$ cat src/rtl/bus_cycle_timer.sv
// Bus cycle timer for the RTC chip's multiplexed address/data bus.
// One cycle has an address phase (phases 0-4) followed by a data phase (phases 5-9),
// for either a write or a read. Each phase lasts PHASE_CLKS clks.
//
// Ports:
//   clk, rst      system clock; synchronous active-low reset
//   start         request a cycle (sampled only in IDLE), with wr_rd/addr/wdata
//   ad_in         AD bus value from the pad (captured at the end of the read strobe)
//   ad_out/ad_oe  AD bus drive value and output enable
//   cs_n/wr_n/rd_n active-low chip select and strobes
//   a_d           0 = address phase, 1 = data phase
//   busy/done     cycle in progress / one-clk end-of-cycle pulse
//   rd_data       last value captured by a read cycle
//   c_5           phase index on the first clk of each phase, 4'hF otherwise
//
// Every output is registered from the FSM state, so the pins trail the FSM by one clk:
// a start accepted at edge k shows busy from edge k+1 and done at edge k+1+10*PHASE_CLKS.
module bus_cycle_timer #(
    parameter int unsigned PHASE_CLKS = 4,
    parameter int unsigned AW         = 8
) (
    input  logic          clk,
    input  logic          rst,
    input  logic          start,
    input  logic          wr_rd,
    input  logic [AW-1:0] addr,
    input  logic [AW-1:0] wdata,
    input  logic [AW-1:0] ad_in,
    output logic [AW-1:0] ad_out,
    output logic          ad_oe,
    output logic          cs_n,
    output logic          wr_n,
    output logic          rd_n,
    output logic          a_d,
    output logic          busy,
    output logic          done,
    output logic [AW-1:0] rd_data,
    output logic [3:0]    c_5
);

    localparam logic [3:0] DivLast   = 4'(PHASE_CLKS - 1);
    localparam logic [3:0] LastPhase = 4'd9;

    typedef enum logic [1:0] {StIdle, StRun, StDone} state_e;

    state_e        state_q, state_d;
    logic [3:0]    phase_q, phase_d;
    logic [3:0]    div_q, div_d;
    logic          wr_rd_q, wr_rd_d;
    logic [AW-1:0] addr_q, addr_d;
    logic [AW-1:0] wdata_q, wdata_d;

    logic [AW-1:0] ad_out_q, ad_out_d;
    logic          ad_oe_q, ad_oe_d;
    logic          cs_n_q, cs_n_d;
    logic          wr_n_q, wr_n_d;
    logic          rd_n_q, rd_n_d;
    logic          a_d_q, a_d_d;
    logic          busy_q, busy_d;
    logic          done_q, done_d;
    logic [AW-1:0] rd_data_q, rd_data_d;
    logic [3:0]    c_5_q, c_5_d;

    // Next-state: sequencing of phases and the per-phase clk divider.
    always_comb begin
        state_d = state_q;
        phase_d = phase_q;
        div_d   = div_q;
        wr_rd_d = wr_rd_q;
        addr_d  = addr_q;
        wdata_d = wdata_q;
        case (state_q)
            StIdle: begin
                if (start) begin
                    state_d = StRun;
                    phase_d = 4'd0;
                    div_d   = 4'd0;
                    wr_rd_d = wr_rd;
                    addr_d  = addr;
                    wdata_d = wdata;
                end
            end
            StRun: begin
                if (div_q == DivLast) begin
                    div_d = 4'd0;
                    if (phase_q == LastPhase) begin
                        state_d = StDone;
                    end else begin
                        phase_d = phase_q + 4'd1;
                    end
                end else begin
                    div_d = div_q + 4'd1;
                end
            end
            StDone: begin
                state_d = StIdle;
            end
            default: begin
                state_d = StIdle;
            end
        endcase
    end

    // Output decode from the current FSM state; registered below.
    always_comb begin
        cs_n_d   = 1'b1;
        wr_n_d   = 1'b1;
        rd_n_d   = 1'b1;
        a_d_d    = 1'b0;
        ad_oe_d  = 1'b0;
        ad_out_d = '0;
        busy_d   = (state_q == StRun);
        done_d   = (state_q == StDone);
        c_5_d    = ((state_q == StRun) && (div_q == 4'd0)) ? phase_q : 4'hF;

        if (state_q == StRun) begin
            case (phase_q)
                4'd0, 4'd4: begin
                    ad_oe_d  = 1'b1;
                    ad_out_d = addr_q;
                end
                4'd1, 4'd3: begin
                    cs_n_d   = 1'b0;
                    ad_oe_d  = 1'b1;
                    ad_out_d = addr_q;
                end
                4'd2: begin
                    cs_n_d   = 1'b0;
                    wr_n_d   = 1'b0;
                    ad_oe_d  = 1'b1;
                    ad_out_d = addr_q;
                end
                4'd5, 4'd6, 4'd7, 4'd8: begin
                    a_d_d    = 1'b1;
                    cs_n_d   = (phase_q == 4'd5);
                    // Reads release the bus for the whole data phase.
                    ad_oe_d  = wr_rd_q;
                    ad_out_d = wr_rd_q ? wdata_q : '0;
                    if (phase_q == 4'd7) begin
                        wr_n_d = ~wr_rd_q;
                        rd_n_d = wr_rd_q;
                    end
                end
                default: begin
                end
            endcase
        end

        // FSM state (phase 8, div 0) is the last clk the pins show phase 7, i.e. rd_n low.
        rd_data_d = rd_data_q;
        if ((state_q == StRun) && (phase_q == 4'd8) && (div_q == 4'd0) && !wr_rd_q) begin
            rd_data_d = ad_in;
        end
    end

    always_ff @(posedge clk) begin
        if (!rst) begin
            state_q   <= StIdle;
            phase_q   <= 4'd0;
            div_q     <= 4'd0;
            wr_rd_q   <= 1'b0;
            addr_q    <= '0;
            wdata_q   <= '0;
            ad_out_q  <= '0;
            ad_oe_q   <= 1'b0;
            cs_n_q    <= 1'b1;
            wr_n_q    <= 1'b1;
            rd_n_q    <= 1'b1;
            a_d_q     <= 1'b0;
            busy_q    <= 1'b0;
            done_q    <= 1'b0;
            rd_data_q <= '0;
            c_5_q     <= 4'hF;
        end else begin
            state_q   <= state_d;
            phase_q   <= phase_d;
            div_q     <= div_d;
            wr_rd_q   <= wr_rd_d;
            addr_q    <= addr_d;
            wdata_q   <= wdata_d;
            ad_out_q  <= ad_out_d;
            ad_oe_q   <= ad_oe_d;
            cs_n_q    <= cs_n_d;
            wr_n_q    <= wr_n_d;
            rd_n_q    <= rd_n_d;
            a_d_q     <= a_d_d;
            busy_q    <= busy_d;
            done_q    <= done_d;
            rd_data_q <= rd_data_d;
            c_5_q     <= c_5_d;
        end
    end

    assign ad_out  = ad_out_q;
    assign ad_oe   = ad_oe_q;
    assign cs_n    = cs_n_q;
    assign wr_n    = wr_n_q;
    assign rd_n    = rd_n_q;
    assign a_d     = a_d_q;
    assign busy    = busy_q;
    assign done    = done_q;
    assign rd_data = rd_data_q;
    assign c_5     = c_5_q;

endmodule

$ cat config.mk
export PLATFORM = sky130hd
export DESIGN_NAME = bus_cycle_timer
export DESIGN_NICKNAME = d
export VERILOG_FILES = /design/src/rtl/bus_cycle_timer.sv
export SDC_FILE = /design/constraint.sdc
export NUM_CORES = 1
export LEC_CHECK = 0
export BUFFER_PORTS_ARGS = -buffer_cell sky130_fd_sc_hd__buf_2
export CAP_MARGIN = 20
export CORE_ASPECT_RATIO = 0.5
export CORE_MARGIN = 2
export CORE_UTILIZATION = 51
export DETAILED_ROUTE_END_ITERATION = 16
export PLACE_DENSITY = 0.85
export REMOVE_ABC_BUFFERS = 1
export SLEW_MARGIN = 0
export SYNTH_ARGS = -nofsm -noshare
export SYNTH_HDL_FRONTEND = slang
export SYNTH_SLANG_ARGS = --single-unit
$ cat constraint.sdc
create_clock -name clk -period 2.3 [get_ports clk]
set_clock_uncertainty 0.1 [all_clocks]
set_input_delay 0.115 -clock clk [delete_from_list [all_inputs] [get_ports clk]]
set_output_delay 0.115 -clock clk [all_outputs]
set_load 0.01 [all_outputs]
==> results.json, run 1 <==
{
  "io_pins": 55,
  "relSlewSlack_pct": 54.36,
  "synthArstFlopShare_pct": 0,
  "yosys_register_bits": 54,
  "report.final.slew_viol_count": 0,
  "use_met1_pct": 27.31,
  "ys_warn_count": 0,
  "vias": 1838,
  "rsz0062_at_grt": "false",
  "place_hpwl_um": 3048,
  "postCtsHoldBufs": 25,
  "grt_util_all_layers_pct": 23.59,
  "start_util_pct": 53.40,
  "fin_setup_tns_ps": 0,
  "setup_slack_ps": 231.6,
  "diodes": 0,
  "critPathTopFamily": "simple AND/OR/NAND/NOR gates",
  "routed_wl_um": 5006,
  "pre_cts_slack_ps": 297.4,
  "p_total_mw": 1.704,
  "required_ps": 2410,
  "hold_viol": 0,
  "period_needed_ps": 2068,
  "placed_area_um2": 2385,
  "drt_iter0_markers": 84,
  "worstHoldPathType": "input pin to flip-flop",
  "cts_buffer_depth": 2,
  "use_met2_pct": 41.79,
  "synth.distinct_cells": 44,
  "netlist_instances": 218,
  "cts_tree": "yes",
  "cp-end-kind": "flip-flop",
  "crit_chain": "inv_1, ha_1, or3_1, a31oi_1, nor3b_2, a22o_1",
  "grt-busiest-layer": "met2",
  "insertion_delay_ps": 310,
  "grt_util_met3_pct": 6.028,
  "synth_edf_count": 0,
  "ys_seq_area_share_pct": 51.86,
  "synth_ff_type": "dfxtp_1",
  "htreeDepth": 2,
  "period_share_pct": 89.93,
  "clk_pin_slew_worst_paths_ps": 100,
  "core_um2": 3904,
  "cap_violations": 0,
  "worst_pin_slew_ps": 682.2,
  "ir_worst_vdd_mv": 0.3521,
  "fin_area_um2": 2721,
  "setup_viol_count_final": 0,
  "cts-resized-gates": 0,
  "drc": 0,
  "power_density_nw_per_um2": 626.1,
  "fmax_ghz": 0.4835,
  "post_cts_buffers": 0,
  "rrSetupSlack_ps": 230,
  "drive_above_1_share_pct": 24.16,
  "numCtsBuffers": 5,
  "status": "complete, no violations",
  "area_growth_pct": 30.55,
  "grt_overflow": 0,
  "cpMaxStageDelayCell": "or3_1",
  "antenna_found_initial": 0,
  "postSynthAreaPerCell_um2": 9.562,
  "ant_nets": 0,
  "fin_nets": 331,
  "firstDrtPassIters": 4,
  "root_buffer": "clkbuf_8",
  "leakage_nw": 1.220,
  "path_class": "flip-flop to flip-flop",
  "crit_path_start_kind": "flip-flop",
  "viasPerCell": 5.222,
  "fp.dieArea_um2": 4645,
  "crit_buf_inv": 1,
  "grt_max_degree": 31,
  "wl_per_cell_um": 14.22,
  "clock_sinks": 54,
  "finalNonFillerCells": 352,
  "grt_pass1_vias": 1819,
  "rows": 16,
  "cpPeakStageDelay_ps": 420,
  "die_x_um": 94.41,
  "cp.arrival_ps": 2180,
  "grt_pass1_wl_um": 8459,
  "mostFrequentLayoutCells": "dfxtp_1 (54), buf_2 (54), nand2_1 (39)",
  "path_max_fanout": 8,
  "io_buffers": 54,
  "synth_area_um2": 2084,
  "place_inst": 319,
  "fp.dieH_um": 49.21,
  "place_congestion": 0.8896
}
-- sequential cells by signal, summed over array words and instances, names as in the netlist, 2 cells and up --
signal / cells
ad_out: 8
addr_q: 8
c_5: 4
div_q: 4
phase_q: 4
rd_data: 8
state_q: 2
wdata_q: 8
-- layer usage --
layer	share of wire (%)	wire, um
met5	0	0
met4	1.7	87
met3	5.7	285
met2	51	2576
met1	41	2057
-- path summary, 6_finish.rpt --
kind,start,to,cells past startpoint
setup / recovery,phase_q[1],ad_out[1],6
hold / removal,rst,div_q[0],3
setup reg to reg,phase_q[1],ad_out[1],6
hold reg to reg,wdata_q[3],wdata_q[3],2
-- cell type report --
cell class,instances,area [um2]
timing repair buffer,80,528.0
tap,54,67.56
inverter,10,37.54
fill,281,1182
sequential,54,1081
clock buffer,6,72.57
multi-input combinational,146,920.9
clock inverter,2,13.76
-- Yosys cell counts, types with 2 or more instances --
cell type,number,area (um2)
clkbuf_1,3,11.26
ha_1,6,75.07
o21ai_0,4,20.02
inv_1,10,37.54
mux2i_1,10,100.1
nand2_1,39,146.4
nand2b_1,7,43.79
buf_2,3,15.01
nor2_1,16,60.06
dfxtp_1,54,1081
a21oi_1,22,110.1
or3_1,2,12.51
a22o_1,8,70.07
nand3_1,4,20.02
-- cells by family after synthesis --
family / share of synthesized area (%)
muxes: 4.802
buffers and inverters: 3.962
DFF: 51.86
AOI/OAI and AO/OA: 13.87
adders and majority gates: 3.601
and+or+nand+nor: 21.91
-- power by group --
group	internal, mW	switching, mW
clock	0.216	0.313
sequential	0.967	0.0230
combinational	0.0907	0.0939
-- per-stage QoR --
stage	hold WS, ps	util (%)
6_report	7.817	69.71
5_1_grt	27.13	69.71
4_1_cts	8.918	69.71
3_5_place_dp	260.4	61.09
3_3_place_gp	245.0	61.09
2_1_floorplan	151.0	-
-- worst register-to-register path: cells and delay by family, from the launching register on --
kind                       cells  cell delay [ps]
buffers and inverters          1              100
and+or+nand+nor                2              600
AOI/OAI and AO/OA              2              550
adders and majority gates      1              220
DFF                            1              400
No activity file was read; power rests on OpenSTA's default activity.
==> run 2, diff against run 1 <==
Settings changed: SETUP_SLACK_MARGIN set to 0.5, SKIP_CTS_REPAIR_TIMING set to 1.
==> run 2 against run 1 <==
  * Sequential power barely moved
  * Critical path depth stayed put
  * Non-clock buffer count grew 1
  * Cell count is 0.28% higher
  * Worst hold slack lost 4.1 ps
  * Register-to-register slack improved by 300 ps
  * Clock-buffer cell count did not move
  * Combinational power grew 3%
  * First-iteration DRC count fell by 38%
  * Largest power group unchanged
  * Critical endpoint is now phase_q[3]
  * Sequential cell count is the same
  * Utilization grew 1.4 points
  * Clock power decreased by 3%
==> results.json, run 2 (synthesis gave the netlist of run 1 again) <==
{
  "vias": 1835,
  "die_x_um": 94.41,
  "fin_nets": 332,
  "holdPathStages": 3,
  "grt_overflow": 0,
  "cp-end-kind": "flip-flop",
  "worstSetupPathDepth": 6,
  "start_util_pct": 53.40,
  "power_density_nw_per_um2": 609.1,
  "io_pins": 55,
  "fp.dieArea_um2": 4645,
  "fmax_ghz": 0.5653,
  "rrSetupSlack_ps": 530,
  "ir_worst_vdd_mv": 0.4061,
  "period_share_pct": 76.92,
  "htreeDepth": 2,
  "relSlewSlack_pct": 53.19,
  "critPathTopFamily": "simple AND/OR/NAND/NOR gates",
  "reg2reg_depth": 6,
  "cpPeakStageDelay_ps": 370,
  "leakage_nw": 1.241,
  "clk_pin_slew_worst_paths_ps": 90,
  "drc": 0,
  "ant_nets": 0,
  "place_hpwl_um": 3048,
  "status": "complete, no violations",
  "io_buffers": 54,
  "rsz0062_at_grt": "true",
  "crit_path_start_kind": "flip-flop",
  "r2r-end": "phase_q[3]",
  "hp-start": "rst",
  "routed_wl_um": 4814,
  "rows": 16,
  "grt_util_all_layers_pct": 19.55,
  "grt_pass1_wl_um": 7017,
  "antenna_found_initial": 0,
  "cp.arrival_ps": 1900,
  "setup_viol_count_final": 0,
  "worstHoldPathType": "input pin to flip-flop",
  "fin_setup_tns_ps": 0,
  "diodes": 0,
  "period_needed_ps": 1769,
  "core_um2": 3904,
  "path_class": "flip-flop to flip-flop",
  "path_max_fanout": 5,
  "whs_endpoint": "div_q[0]",
  "final_util_pct": 71.12,
  "cts_buffer_depth": 2,
  "crit_buf_inv": 1,
  "clock_sinks": 54,
  "numCtsBuffers": 5,
  "wl_per_cell_um": 13.64,
  "drive_above_1_share_pct": 27.09,
  "grt_pass1_vias": 1591,
  "firstDrtPassIters": 5,
  "place_congestion": 0.8896,
  "area_growth_pct": 33.19,
  "viasPerCell": 5.198,
  "cap_violations": 0,
  "mostFrequentLayoutCells": "buf_2 (54), dfxtp_1 (50), nand2_1 (39)",
  "final_common_cell": "buf_2",
  "crit_chain": "inv_1, ha_2, and3b_4, a211o_1, or3_1, o221ai_1",
  "required_ps": 2430,
  "rr_startpoint": "phase_q[1]",
  "worst_pin_slew_ps": 701.4,
  "drt_iter0_markers": 52,
  "hold_viol": 0,
  "fp.dieH_um": 49.21,
  "grt_max_degree": 31,
  "cts_tree": "yes",
  "insertion_delay_ps": 310,
  "report.final.slew_viol_count": 0,
  "cpMaxStageDelayCell": "dfxtp_4",
  "root_buffer": "clkbuf_8"
}
run 2: final cells by class:
cell class | instances | area [um2]
Sequential cell | 54 | 1089
Multi-Input combinational cell | 146 | 960.9
Clock inverter | 2 | 13.76
Clock buffer | 6 | 72.57
Timing Repair Buffer | 81 | 535.5
Tap cell | 54 | 67.56
Fill cell | 265 | 1127
Inverter | 10 | 37.54
run 2: how the worst max path moves through the flow:
stage          startpoint    endpoint
6_report       phase_q[1]  phase_q[3]
5_1_grt        phase_q[1]   ad_out[0]
3_3_place_gp   phase_q[1]   ad_out[2]
2_1_floorplan  phase_q[1]   ad_out[0]
4_1_cts        phase_q[1]   ad_out[1]
3_5_place_dp   phase_q[1]   ad_out[1]
run 2: worst register-to-register path: stages (launching register included):
cell and delay [ps]:
dfxtp_4 370, inv_1 70, ha_2 200, and3b_4 190, a211o_1 310, or3_1 370, o221ai_1 80
run 2: where the power goes:
part	switching [mW]	internal, mW
logic	0.0951	0.0945
clock network	0.296	0.215
registers	0.0218	0.968
total	0.413	1.28
run 2: routing by layer:
metal | routed length, um | vias up | share of wire (%) | global-route usage (%)
met3 | 207 | 13 | 4.3 | 5.410
met1 | 2087 | 867 | 43 | 23.14
met2 | 2401 | 51 | 50 | 34.17
li1 | - | 904 | - | -
met5 | 0 | - | 0 | 0
met4 | 117 | 0 | 2.4 | 7.005
run 2: stage by stage:
step	std cells	cell area [um2]	total power [mW]	hold slack, ps	setup slack, ps
after floorplan	210	2039	1.095	151.0	513.1
after global placement	319	2385	1.149	245.0	389.5
after detailed placement	319	2385	1.157	260.4	297.4
after CTS	327	2471	1.651	-64.60	264.9
after global routing	353	2776	1.769	20.37	435.9
final	353	2776	1.691	3.737	530.9
==> run 3, diff against run 2 <==
Settings changed: CORE_UTILIZATION 51 to 46, PLACE_DENSITY 0.85 to 0.81.
Clock period 2.3 ns to 1.6 ns, I/O delays scaled along.
==> run 3 against run 2 <==
  * The run now ends with setup timing left
  * Sequential cell count unchanged
  * Utilization up 9.2 points
  * Non-clock buffer count rose by 29
==> results.json, run 3 (synthesis gave the netlist of run 1 again) <==
{
  "ir_worst_vdd_mv": 0.6228,
  "cpMaxStageDelayCell": "dfxtp_2",
  "power_density_nw_per_um2": 797.4,
  "period_needed_ps": 1946,
  "power.internal_mw": 1.981,
  "routed_wl_um": 8173,
  "fill_cells": 210,
  "path_class": "flip-flop to flip-flop",
  "antenna_found_initial": 0,
  "fmax_ghz": 0.5138,
  "root_buffer": "clkbuf_8",
  "cts_buffer_depth": 2,
  "rows": 17,
  "p_total_mw": 2.807,
  "area_growth_pct": 68.85,
  "net-switching-power_mw": 0.8255,
  "violations": "setup timing",
  "relSlewSlack_pct": 63.74,
  "place_hpwl_um": 3472,
  "ant_nets": 0,
  "grt_pass1_wl_um": 7624,
  "htreeDepth": 2,
  "cts_tree": "yes",
  "cp-end-kind": "flip-flop",
  "path_max_fanout": 4,
  "required_ps": 1720,
  "status": "finished, violations left",
  "cpPeakStageDelay_ps": 390,
  "fin_hold_ws_ps": 30.76,
  "numCtsBuffers": 5,
  "viasPerCell": 5.796,
  "placed_area_um2": 2566,
  "final_common_cell": "buf_2",
  "pwr-share-seq_pct": 50.9,
  "drive_above_1_share_pct": 53.94,
  "worst_pin_slew_ps": 543.3,
  "period_share_pct": 121.7,
  "fin_setup_tns_ps": -4461,
  "firstDrtPassIters": 5,
  "cp.arrival_ps": 2070,
  "mostFrequentLayoutCells": "buf_2 (54), dfxtp_1 (47), dlygate4sd3_1 (25)",
  "crit_chain": "inv_2, ha_4, buf_6, and3b_4, a221oi_4, buf_4, nor2_1, a21oi_1",
  "clock_sinks": 54,
  "leakage_nw": 1.565,
  "drt_iter0_markers": 151,
  "fin_nets": 363,
  "grt_pass1_vias": 1709,
  "insertion_delay_ps": 330,
  "crit_path_start_kind": "flip-flop",
  "drc": 0,
  "clk_pin_slew_worst_paths_ps": 100,
  "fp.dieArea_um2": 5119,
  "place_congestion": 0.8218,
  "worstHoldPathType": "input pin to flip-flop",
  "report.final.slew_viol_count": 0,
  "sw_frac_of_total_pct": 29.41,
  "final_util_pct": 80.33,
  "cap_violations": 0,
  "hold_viol": 0,
  "vias": 2243,
  "grt_max_degree": 20,
  "fp.dieH_um": 51.60,
  "setup_viol_count_final": 22,
  "wl_per_cell_um": 21.12,
  "pwr-share-clk_pct": 30.3,
  "fin_area_um2": 3520,
  "grt_util_all_layers_pct": 19.18,
  "diodes": 0,
  "io_buffers": 54,
  "grt_overflow": 0,
  "die_x_um": 99.20,
  "core_um2": 4382,
  "p_comb_share_pct": 18.8,
  "setup_slack_ps": -346.4,
  "start_util_pct": 47.57,
  "rsz0062_at_grt": "true",
  "io_pins": 55
}
run 3: cell types whose count changed in the layout (fill, tap and decap cells not counted), sizes merged:
| cell | delta |
|---|---|
| or2 | +2 |
| clkinvlp | +1 |
| clkbuf | +1 |
| buf | +27 |
run 3: layout make-up:
cell class | count | area [um2] | area share [%]
Multi-Input combinational cell | 148 | 1349 | 38.32
Sequential cell | 54 | 1095 | 31.11
Timing Repair Buffer | 110 | 858.3 | 24.39
Tap cell | 57 | 71.32 | 2.026
Clock buffer | 5 | 68.82 | 1.955
Inverter | 10 | 48.80 | 1.386
Clock inverter | 3 | 28.78 | 0.8176
run 3: final timing paths:
check / start / endpoint / slack [ps] / cells after the start
hold reg to reg: addr_q[3] / addr_q[3] / 380 / 2
setup reg to reg: phase_q[1] / phase_q[1] / -350 / 8
setup / recovery: phase_q[1] / phase_q[1] / -350 / 8
hold / removal: start / div_q[2] / 30 / 4
run 3: layer usage:
metal	GRT usage [%]	wire length, um	part of all wire [%]	vias to the layer above
met3	4.973	707	8.7	22
met4	6.393	207	2.5	0
met2	33.33	3919	48	155
li1	-	-	-	976
met1	23.68	3338	41	1090
met5	0	0	0	-
run 3: power groups by stage:
stage,clock network (mW),logic [mW],registers [mW]
4_1_cts,0.834,0.256,1.42
3_5_place_dp,0,0.254,1.45
3_3_place_gp,0,0.245,1.44
6_report,0.850,0.527,1.43
5_1_grt,0.894,0.546,1.43
2_1_floorplan,0,0.120,1.45
run 3: stage by stage:
| step | instances | worst slack [ps] |
|---|---|---|
| floorplan | 210 | -186.9 |
| global placement | 344 | -198.2 |
| detailed placement | 344 | -290.1 |
| CTS | 352 | -315.4 |
| global route | 387 | -338.0 |
| finish | 387 | -346.4 |
run 3: critical path: cells and delay by family, from the launching register on:
| family | cells | cell delay, ps |
|---|---|---|
| AND/OR/NAND/NOR | 2 | 240 |
| buffers and inverters | 3 | 360 |
| adder cells (fa/ha/maj) | 1 | 160 |
| flip-flops | 1 | 390 |
| AO/OA/AOI/OAI | 2 | 590 |
